### src/rtl/multisim_loopback_fifo_if.sv
// multisim_loopback_fifo_if: pull-to-push handshake and debug status bundle
interface multisim_loopback_fifo_if #(
  parameter int DATA_WIDTH = 64,
  parameter int DEPTH = 4,
  parameter int CNT_WIDTH = 32
);
  logic in_rdy;
  logic in_vld;
  logic [DATA_WIDTH-1:0] in_data;
  logic out_vld;
  logic out_rdy;
  logic [DATA_WIDTH-1:0] out_data;
  logic [$clog2(DEPTH):0] level;
  logic [CNT_WIDTH-1:0] rx_count;
  logic [CNT_WIDTH-1:0] tx_count;
  logic err;
  modport master (
    input in_rdy, out_vld, out_data, level, rx_count, tx_count, err,
    output in_vld, in_data, out_rdy
  );
  modport slave (
    output in_rdy, out_vld, out_data, level, rx_count, tx_count, err,
    input in_vld, in_data, out_rdy
  );
endinterface

### src/rtl/multisim_loopback_fifo.sv
// multisim_loopback_fifo: FWFT buffer between pull and push servers with debug counters
module multisim_loopback_fifo #(
  parameter int DATA_WIDTH = 64,
  parameter int DEPTH = 4,
  parameter int CNT_WIDTH = 32
) (
  input logic clk,
  input logic rst_n,
  multisim_loopback_fifo_if.slave bus
);
  localparam int AW = $clog2(DEPTH);
  logic [DATA_WIDTH-1:0] mem [DEPTH];
  logic [AW-1:0] wr_ptr, rd_ptr;
  logic [AW:0] level;
  logic [CNT_WIDTH-1:0] rx_count, tx_count;
  logic err, wr, rd;
  assign bus.in_rdy = level != (AW+1)'(DEPTH);
  assign bus.out_vld = level != '0;
  assign bus.out_data = mem[rd_ptr];
  assign bus.level = level;
  assign bus.rx_count = rx_count;
  assign bus.tx_count = tx_count;
  assign bus.err = err;
  assign wr = bus.in_vld && bus.in_rdy;
  assign rd = bus.out_vld && bus.out_rdy;
  always_ff @(posedge clk)
    if (rst_n && wr) mem[wr_ptr] <= bus.in_data;
  always_ff @(posedge clk) begin
    if (!rst_n) begin
      level <= '0;
      wr_ptr <= '0;
      rd_ptr <= '0;
      rx_count <= '0;
      tx_count <= '0;
      err <= 1'b0;
    end else begin
      level <= level + (AW+1)'(wr) - (AW+1)'(rd);
      if (wr) wr_ptr <= wr_ptr + AW'(1);
      if (rd) rd_ptr <= rd_ptr + AW'(1);
      if (wr) rx_count <= rx_count + CNT_WIDTH'(1);
      if (rd) tx_count <= tx_count + CNT_WIDTH'(1);
      if (bus.in_vld && !bus.in_rdy) err <= 1'b1;
    end
  end
endmodule

### src/flat_wrapper.sv
// flat-port wrapper written by rule: the top's interface ports become plain ports
module multisim_loopback_fifo_flat 
#(
  parameter int DATA_WIDTH = 64,
  parameter int DEPTH = 4,
  parameter int CNT_WIDTH = 32
)
  (clk, rst_n, bus_in_rdy, bus_out_vld, bus_out_data, bus_level, bus_rx_count, bus_tx_count, bus_err, bus_in_vld, bus_in_data, bus_out_rdy);
  multisim_loopback_fifo_if #(.DATA_WIDTH(DATA_WIDTH), .DEPTH(DEPTH), .CNT_WIDTH(CNT_WIDTH)) bus_i ();
  input logic clk;
  input logic rst_n;
  output wire logic [$bits(bus_i.in_rdy)-1:0] bus_in_rdy;
  output wire logic [$bits(bus_i.out_vld)-1:0] bus_out_vld;
  output wire logic [$bits(bus_i.out_data)-1:0] bus_out_data;
  output wire logic [$bits(bus_i.level)-1:0] bus_level;
  output wire logic [$bits(bus_i.rx_count)-1:0] bus_rx_count;
  output wire logic [$bits(bus_i.tx_count)-1:0] bus_tx_count;
  output wire logic [$bits(bus_i.err)-1:0] bus_err;
  input wire logic [$bits(bus_i.in_vld)-1:0] bus_in_vld;
  input wire logic [$bits(bus_i.in_data)-1:0] bus_in_data;
  input wire logic [$bits(bus_i.out_rdy)-1:0] bus_out_rdy;
  assign bus_in_rdy = bus_i.in_rdy;
  assign bus_out_vld = bus_i.out_vld;
  assign bus_out_data = bus_i.out_data;
  assign bus_level = bus_i.level;
  assign bus_rx_count = bus_i.rx_count;
  assign bus_tx_count = bus_i.tx_count;
  assign bus_err = bus_i.err;
  assign bus_i.in_vld = bus_in_vld;
  assign bus_i.in_data = bus_in_data;
  assign bus_i.out_rdy = bus_out_rdy;
  multisim_loopback_fifo #(.DATA_WIDTH(DATA_WIDTH), .DEPTH(DEPTH), .CNT_WIDTH(CNT_WIDTH)) u_core (.clk(clk), .rst_n(rst_n), .bus(bus_i));
endmodule
### config.mk
export PLATFORM = sky130hd
export DESIGN_NAME = multisim_loopback_fifo_flat
export DESIGN_NICKNAME = d
export VERILOG_FILES = /design/src/rtl/multisim_loopback_fifo_if.sv /design/src/rtl/multisim_loopback_fifo.sv /design/src/flat_wrapper.sv
export SDC_FILE = /design/constraint.sdc
export NUM_CORES = 1
export LEC_CHECK = 0
export ABC_CLOCK_PERIOD_IN_PS = 7650
export CAP_MARGIN = 20
export CORE_MARGIN = 2
export CORE_UTILIZATION = 23
export DETAILED_ROUTE_END_ITERATION = 10
export SLEW_MARGIN = 25
export SYNTH_ARGS = -nofsm -noshare
export SYNTH_HDL_FRONTEND = slang
export SYNTH_SLANG_ARGS = --single-unit
### constraint.sdc
create_clock -name clk -period 7.65 [get_ports clk]
set_input_delay 1.53 -clock clk [delete_from_list [all_inputs] [get_ports clk]]
set_output_delay 1.53 -clock clk [all_outputs]
set_load 0.005 [all_outputs]
**Word-level counts from Yosys, hierarchy flattened**

Memories as Yosys holds them, arrays and structs flattened. A register that Yosys moved wholly into a read port is not among the register bits.
Index checks and enable logic that the tools add are counted.
W data, S select, Z words.

- Input port bits: 68
- Memories kept: 1
- Register bits: 72
- Bits in writable memories: 256
- Output and inout port bits: 134

- Eq/ne operators: 1
- Add/subtract/negate cells: 6
- Reduce and logical (&&, ||, !) cells: 6
- Multiplexer cells: 4

Memories:

| memory | words | bits a word | read ports | clocked after memory_dff | wr ports | line | text |
|---|---|---|---|---|---|---|---|
| u_core.mem | 4 | 64 | 1 | 1 | 1 | multisim_loopback_fifo.sv:12 | `logic [DATA_WIDTH-1:0] mem [DEPTH];` |

Operators by type and width:

| operator | count |
|---|---|
| $add A32 B1 Y32 const B | 2 |
| $add A2 B1 Y2 const B | 2 |
| $logic_and A1 B1 Y1 | 4 |
| $mux W2 | 2 |
| $add A3 B1 Y3 | 1 |
| $ne A3 B3 Y1 const B | 1 |
| $reduce_bool A3 Y1 | 1 |
| $sub A3 B1 Y3 | 1 |
| $mux W1 | 2 |
| $logic_not A1 Y1 | 1 |

**Logic depth before layout (Yosys ltp)**

Gate-level depths: netlist (run 1).

- Word-level depth: 5
- Mapped depth: 10

**Worst setup path before layout (run 1)**

OpenSTA, ideal clock, no wires.

- Path type: input-to-reg
- From: input rst_n
- To: memory u_core.mem[1][0] (enable)
- Stages on the path: 2
- Path buffers: 1
- Data arrival time: 3,351 ps
- Required time: 7,221 ps
- Library setup time: 429 ps
- Path slack: 3,870 ps
- Path through: clkbuf_1 -> and3_1

- Longest elaborated chain between the ends: 3

RTL lines:

| what | line | text |
|---|---|---|
| start, declared | flat_wrapper.sv:11 | `input logic rst_n;` |
| $logic_and A1 B1 Y1 | multisim_loopback_fifo.sv:27 | `if (rst_n && wr) mem[wr_ptr] <= bus.in_data;` |
| $mux W1 | multisim_loopback_fifo.sv:27 |  |
| $mux W1 (not written as such) | multisim_loopback_fifo.sv:27 |  |
| end, declared | multisim_loopback_fifo.sv:12 |  |

Every way passes these cells.

==> flow_metrics.tcl, run 1 <==
set metrics [dict create \
    fin_crit_sh_pct 58.8 \
    async_reset_ff_share_pct 0 \
    dp_hpwl_mm 19.2 \
    grt_pass1_wl_mm 46.0 \
    met3_usage_pct 2.94 \
    initial_utilization_pct 23.2 \
    numClockSinks 330 \
    wl_per_cell_um 17.6 \
    met2_usage_pct 16.2 \
    setup_ws_ns 3.15 \
    seq_area_frac_synth_pct 71.7 \
    cap_violations 0 \
    die_w_um 240 \
    wl_mm 30.8 \
    synth_cell_types 38 \
    required_ns 6.12 \
    cts_root_buffer "clkbuf_16" \
    hold_viol 0 \
    crit_buf_inv 3 \
    vias_per_cell 4.36 \
    rsz0062_at_grt "false" \
    finalSetupViolCount 0 \
    grt.busiest_layer "met2" \
    vdd_drop_max_mv 0.136 \
    cp_cell_sequence "buf_12 > buf_4 > mux4_2 > clkdlybuf4s50_1" \
    grt_overflow_total 0 \
    final.min_clock_period_ns 4.50 \
    final_nets 1046 \
    place_congestion 0.783 \
    insertion_delay_ns 0.56 \
    hp-class "reg2reg" \
    synth_area_um2 12800 \
    die_h_um 240 \
    hold_buffers 0 \
    num_antenna_cells 0 \
    slowest_stage "dfxtp_4" \
    critPathTopFamily "buffers and inverters" \
    drtIter0Drc 398 \
    path_clk_slew_ns 0.05 \
    detail-route-antenna-nets 0 \
    fp-row-count 86 \
    synth_edf_count 256 \
    tightestPinTransition_ns 0.813 \
    num_vias 7610 \
    synth_fp_nets 829 \
    max_stage_delay_ns 0.65 \
    crit_path_start_kind "flip-flop" \
    synthCells 752 \
    htreeDepth 2 \
    ys_ff_latch 330 \
    syn_avg_cell_area_um2 17.0 \
    grt_max_degree 65 \
    relSlewSlack_pct 45.3 \
    cts_buffers 39 \
    grtUsageMet1_pct 14.2 \
    cp_max_fo 22 \
    area_growth_pct 33.2 \
    cts_resized 0 \
    grtUsageTotal_pct 10.5 \
    dieArea_um2 57500 \
    critPathCaptureType "primary output" \
    finalSetupTns_ns 0 \
    ys_warn_count 0 \
    arrival_ns 2.97 \
    grt_pass1_vias 7662 \
    cts_post_setup_buffers_inserted 0 \
    io_pins 202 \
    p_leak_uw 0.00517 \
    yosys_most_used_dff "edfxtp_1" \
    core_area_um2 55000 \
    ctsLongestPathBuffers 3 \
    p_per_area_nw_per_um2 288 \
    drc 0 \
    maxSlewViolCount 0 \
    preCtsSetupSlack_ns 3.45 \
    io_buffers 201 \
    skew_ns 0.0156 \
    antenna_found_initial 1 \
    outcome "completed" \
    dr.pass1.iters 4 \
    cts_tree "yes" \
    drive_gt1_share_pct 14.8 \
    crit_type "reg2out" \
    clock.fmax_mhz 222 \
]
[stage by stage]
step	total power (µW)	utilization (%)	area (µm²)	hold slack (ns)	cells
floorplan	2570	-	12800	0.459	752
global placement	3040	28.5	15700	0.458	1674
detailed placement	3050	28.5	15700	0.477	1674
CTS	4990	30.9	17000	0.485	1745
global route	5110	31.0	17000	0.509	1747
finish	4900	31.0	17000	0.485	1747
[Yosys cell counts (all sizes together), types with 12 or more instances]
library cell,n,share of area [%]
or3,13,0.64
mux4,64,11
buf,14,0.56
o31ai,22,1.3
or4,23,1.4
edfxtp,256,60
a21oi,41,1.6
xnor2,12,0.82
dfxtp,74,12
nand2,29,0.85
clkbuf,20,0.59
nand3,22,0.86
inv,15,0.44
o21ai,12,0.47
nor2,27,0.79
nand4,25,1.3
[layout by cell type, fill, tap and decap left out, types with 7 or more instances in the layout]
cell               n
a21oi_1           41
and4_1            10
o21ai_0           12
nand3_1           22
xnor2_1           12
o31ai_1           21
mux4_2            64
or3_1             13
dfxtp_1           72
buf_4              7
or4_1             22
ha_1               8
nand2_1           29
edfxtp_1         256
inv_1             14
clkdlybuf4s50_1  201
clkbuf_16         39
clkinv_1           8
nand4_1           24
nor2_1            27
nor4_1             9
xor2_1            11
[registers in the layout, indices dropped and copies added, names as in the netlist, named ones only]
register,cells
u_core.mem,256
u_core.bus.err,1
u_core.bus.rx_count,32
u_core.bus.level,3
u_core.bus.tx_count,32
u_core.wr_ptr,2
u_core.rd_ptr,2
[worst register-to-register path: stages, from the launching register on]
cell,delay (ns)
dfxtp_1,0.57
or3b_2,0.64
nand2_1,0.17
clkinv_1,0.28
and3_4,0.40
buf_4,0.41
[layout make-up]
| type | instances | area (µm²) |
|---|---|---|
| clock inverter | 23 | 287 |
| multi-input combinational | 371 | 3420 |
| sequential | 330 | 9180 |
| fill | 5413 | 38000 |
| clock buffer | 48 | 1040 |
| tap | 748 | 936 |
| inverter | 17 | 63.8 |
| timing repair buffer | 210 | 2100 |
[path summary, 6_finish.rpt]
path                                         from                                   end  slack, ns  cells after the start
min          u_core.bus.rx_count[29]$_SDFFE_PN0N_  u_core.bus.rx_count[29]$_SDFFE_PN0N_       0.48                      2
max reg2reg        u_core.bus.level[2]$_SDFF_PN0_           u_core.mem[0][12]$_DFFE_PP_       4.78                      5
max                                     flip-flop                      bus_out_data[40]       3.15                      4
min reg2reg  u_core.bus.rx_count[29]$_SDFFE_PN0N_  u_core.bus.rx_count[29]$_SDFFE_PN0N_       0.48                      2
[layer usage]
metal  share of wire (%)  up-vias
met4                 2.6        2
met1                  46     3828
met2                  45      242
met5               0.042        -
met3                 7.0       61
li1                    -     3477
[cells by family (layout without fill, tap and decap cells)]
kind of cell / Yosys count / in the layout / share of synthesized area [%]
fa+ha+maj: 9 / 9 / 0.940
mux: 69 / 69 / 11.7
simple gates: 187 / 187 / 8.51
xor+xnor: 23 / 23 / 1.58
buf+inv: 51 / 298 / 1.64
compound gates: 83 / 83 / 3.94
flops: 330 / 330 / 71.7
[report_power, final]
part           internal [µW]  switching (µW)
sequential              2040            93.0
combinational            528             342
clock                   1140             755
total                   3710            1190
Power figures use the tool's default switching activity.
==> run 2, diff against run 1 <==
--- a/config.mk
+++ b/config.mk
@@ -5,7 +5,7 @@
 export SDC_FILE = /design/constraint.sdc
 export NUM_CORES = 1
 export LEC_CHECK = 0
-export ABC_CLOCK_PERIOD_IN_PS = 7650
+export ABC_CLOCK_PERIOD_IN_PS = 3900
 export CAP_MARGIN = 20
 export CORE_MARGIN = 2
 export CORE_UTILIZATION = 23
==> constraint.sdc (replaced) <==
create_clock -name clk -period 3.9 [get_ports clk]
set_input_delay 0.78 -clock clk [delete_from_list [all_inputs] [get_ports clk]]
set_output_delay 0.78 -clock clk [all_outputs]
set_load 0.005 [all_outputs]
==> run 2 against run 1 <==
Clock skew down 0.0012 ns. Flip-flop and latch count unchanged. Combinational power up 110%. Register-to-register slack worse by 3.4 ns.
==> flow_metrics.tcl, run 2 (synthesized netlist as in run 1, its figures left out) <==
set metrics [dict create \
    outcome "completed" \
    wl_per_cell_um 17.4 \
    layout_common_cells "edfxtp_1, clkdlybuf4s50_1, dfxtp_1, mux4_2, a21oi_1" \
    dr.pass1.iters 4 \
    hp-class "reg2reg" \
    grt_pass1_vias 7722 \
    final_nets 1056 \
    clock.fmax_mhz 297 \
    largest_register "u_core.mem" \
    initial_utilization_pct 23.2 \
    io_pins 202 \
    p_leak_uw 0.00519 \
    skew_ns 0.0145 \
    core_area_um2 55000 \
    top_regs "u_core.mem x256, u_core.bus.rx_count x32, u_core.bus.tx_count x32" \
    nFillCells 5371 \
    largest_register_ffs 256 \
    slowest_stage "dfxtp_4" \
    p_per_area_nw_per_um2 550 \
    cp_max_fo 19 \
    critPathTopFamily "buffers and inverters" \
    numClockSinks 330 \
    drc 0 \
    area_growth_pct 33.4 \
    io_buffers 201 \
    seq_area_um2 9180 \
    postLayoutCellArea_um2 17100 \
    num_vias 7617 \
    ctsLongestPathBuffers 3 \
    grt_overflow_total 0 \
    hold_buffers 0 \
    htreeDepth 2 \
    path_clk_slew_ns 0.06 \
    finalSetupTns_ns 0 \
    relSlewSlack_pct 39.7 \
    crit_buf_inv 2 \
    cap_violations 0 \
    placed_cell_area_um2 15800 \
    crit_path_start_kind "flip-flop" \
    preCtsSetupSlack_ns 0.921 \
    wl_mm 30.5 \
    max_stage_delay_ns 0.62 \
    vias_per_cell 4.34 \
    fp-row-count 86 \
    num_antenna_cells 0 \
    cts_tree "yes" \
    critPathCaptureType "primary output" \
    detail-route-antenna-nets 0 \
    cts_post_setup_buffers_inserted 0 \
    required_ns 3.12 \
    arrival_ns 2.59 \
    dp_hpwl_mm 20.0 \
    insertion_delay_ns 0.54 \
    tightestPinTransition_ns 0.897 \
    finalSetupViolCount 0 \
    maxSlewViolCount 0 \
    grtUsageTotal_pct 10.5 \
    die_h_um 240 \
    cp_cell_sequence "buf_4 > mux4_2 > clkdlybuf4s50_1" \
    hold_viol 0 \
    cts_resized 0 \
    cts_root_buffer "clkbuf_16" \
    grt_pass1_wl_mm 46.0 \
    drive_gt1_share_pct 15.2 \
    cts_buffers 38 \
    place_congestion 0.789 \
    die_w_um 240 \
    setup_ws_ns 0.528 \
    grt_max_degree 45 \
    final_common_cell "edfxtp_1" \
    fin_crit_sh_pct 86.5 \
    antenna_found_initial 0 \
    drtIter0Drc 420 \
    crit_type "reg2out" \
    dieArea_um2 57500 \
    vdd_drop_max_mv 0.275 \
    multi_input_area_um2 3420 \
    final.min_clock_period_ns 3.37 \
    rsz0062_at_grt "false" \
    finalPower_uw 9370 \
]
-- run 2: tightest hold or removal path: stages, from the launching register on --
cell and delay, ns:
dfxtp_1 0.32, a31oi_1 0.04, nor2_1 0.07
-- run 2: final timing paths --
path / slack, ns / cells past startpoint / endpoint / startpoint
worst max-delay path: 0.53 / 3 / bus_out_data[7] / flip-flop
worst min-delay path: 0.47 / 2 / u_core.bus.err$_SDFFE_PN0P_ / u_core.bus.err$_SDFFE_PN0P_
worst max register to register: 1.37 / 5 / u_core.mem[2][55]$_DFFE_PP_ / u_core.bus.level[0]$_SDFF_PN0_
worst min register to register: 0.47 / 2 / u_core.bus.err$_SDFFE_PN0P_ / u_core.bus.err$_SDFFE_PN0P_
-- run 2: power by group --
| group | switching [µW] | internal (µW) |
|---|---|---|
| registers | 146 | 4000 |
| logic | 725 | 1080 |
| clock network | 1430 | 1990 |
| total | 2300 | 7070 |
-- run 2: area by class of cell --
| type | instances | share of cell area (%) |
|---|---|---|
| clock buffer | 50 | 6.21 |
| clock inverter | 20 | 0.910 |
| inverter | 17 | 0.374 |
| multi-input combinational | 371 | 20.1 |
| sequential | 330 | 53.8 |
| tap | 748 | 5.49 |
| timing repair buffer | 221 | 13.1 |
-- run 2: stage by stage --
step	util [%]	instances	hold slack [ns]
after floorplan	-	752	0.459
after detailed placement	28.8	1687	0.463
after global placement	28.8	1687	0.457
after global routing	31.0	1757	0.494
after CTS	31.0	1757	0.476
final	31.0	1757	0.469
-- run 2: routing by layer --
layer	track usage (%)	part of all wire, %	vias up
li1	-	-	3516
met5	0	0	-
met3	2.81	7.1	51
met2	17.3	48	230
met4	3.11	2.0	0
met1	13.5	43	3820
==> RTL change, RTL diff (settings of run 2) <==
`DEPTH` is set to 4 in 3 places; all go to 8.
--- a/src/rtl/multisim_loopback_fifo_if.sv
+++ b/src/rtl/multisim_loopback_fifo_if.sv
@@ -1,7 +1,7 @@
 // multisim_loopback_fifo_if: pull-to-push handshake and debug status bundle
 interface multisim_loopback_fifo_if #(
   parameter int DATA_WIDTH = 64,
-  parameter int DEPTH = 4,
+  parameter int DEPTH = 8,
   parameter int CNT_WIDTH = 32
 );
   logic in_rdy;
--- a/src/rtl/multisim_loopback_fifo.sv
+++ b/src/rtl/multisim_loopback_fifo.sv
@@ -1,7 +1,7 @@
 // multisim_loopback_fifo: FWFT buffer between pull and push servers with debug counters
 module multisim_loopback_fifo #(
   parameter int DATA_WIDTH = 64,
-  parameter int DEPTH = 4,
+  parameter int DEPTH = 8,
   parameter int CNT_WIDTH = 32
 ) (
   input logic clk,
--- a/src/flat_wrapper.sv
+++ b/src/flat_wrapper.sv
@@ -2,7 +2,7 @@
 module multisim_loopback_fifo_flat 
 #(
   parameter int DATA_WIDTH = 64,
-  parameter int DEPTH = 4,
+  parameter int DEPTH = 8,
   parameter int CNT_WIDTH = 32
 )
   (clk, rst_n, bus_in_rdy, bus_out_vld, bus_out_data, bus_level, bus_rx_count, bus_tx_count, bus_err, bus_in_vld, bus_in_data, bus_out_rdy);
Interface: changed (resized bus_level); port bits go from 202 to 203. No check against the original RTL was run, so the function may have changed too.
==> RTL change against run 2 <==
Worst setup slack worse by 300 ps. Total power is 79% higher. Wire length is 77% higher. Sequential cell count up 260. Cell area up 70%. Synthesized cell count up 55%. Synthesized area increased by 79%.
==> RTL change: results (changes against run 2) <==
* WL/cell at 19.7 um (+13%)
* Nets at 1486 (+41%)
* Reg2reg path depth at 12 (+7)
* Post-synth cell types at 40 (+5.3%)
* P_leak at 8.67 nW (+67%)
* Slew headroom at 54.8% (+15 points)
* Global-route wire length before repair at 80.9 mm (+76%)
* GR Util met3 at 2.93% (+0.12 points)
* Reg2reg start: u_core.bus.level[2]$_SDFF_PN0_
* Clk Latency, worst-skew pair at 620 ps (+80 ps)
* Largest regs: u_core.mem (512), u_core.bus.rx_count (32), u_core.bus.tx_count (32)
* Mean Syn Cell Area at 19.5 um^2 (+15%)
* Final HPWL from detailed placement at 30.0 mm (+50%)
* TritonCTS Buffers at 69 (+82%)
* Register share of total power at 43.3% (-0.9 points)
* Area after DPL at 26700 um^2 (+69%)
* R2R Path End: u_core.bus.level[2]$_SDFF_PN0_
* Via count at 12.0k (+57%)
* Total Wirelength at 54.2 mm (+77%)
* Status: complete, no violations
* WL met1 at 23.5 mm (+79%)
* Largest net degree at the start of global routing at 65 (+44%)
* Layout cells sized above 1 at 23.1% (+8.0 points)
* Vias in the first global route at 12.8k (+65%)
* DR top layer: met5
* Syn Nets at 1248 (+51%)
* Overall power at 16.7 mW (+79%)
* Met2 usage at 17.4% (+0.090 points)
* Post-synth EDFFs at 512 (+100%)
* Inst Count DP at 2623 (+55%)
* Dpl ws at 775 ps (-145 ps)
* Top cells by area, synth: edfxtp_1 67%, mux4_2 13%, dfxtp_1 6.8%
## RTL change: cell type report
cell class | count | share of cell area, %
clock buffer | 85 | 6.46
clock inverter | 41 | 1.28
inverter | 18 | 0.233
multi-input combinational | 499 | 19.6
sequential | 590 | 58.5
tap | 1287 | 5.56
timing repair buffer | 229 | 8.41
## RTL change: cell families (layout without fill, tap and decap cells)
kind of cell	Yosys count	in the layout	synth area share, %
DFF	590	590	74.1
buffers and inverters	80	373	1.48
adders and majority gates	11	11	0.635
xor gates and xnor gates	22	22	0.843
and+or+nand+nor	175	175	4.48
AOI/OAI and AO/OA	99	99	2.64
muxes	192	192	15.8
## RTL change: worst max path at each step
stage,to,slack (ps),cells after the start
after floorplan,u_core.mem[0][0]$_DFFE_PP_,-1490,6
after global placement,bus_out_data[10],790,4
after detailed placement,u_core.bus.tx_count[24]$_SDFFE_PN0P_,780,5
after CTS,bus_out_data[10],90,4
after global routing,bus_out_data[10],40,4
final,bus_out_data[10],230,4
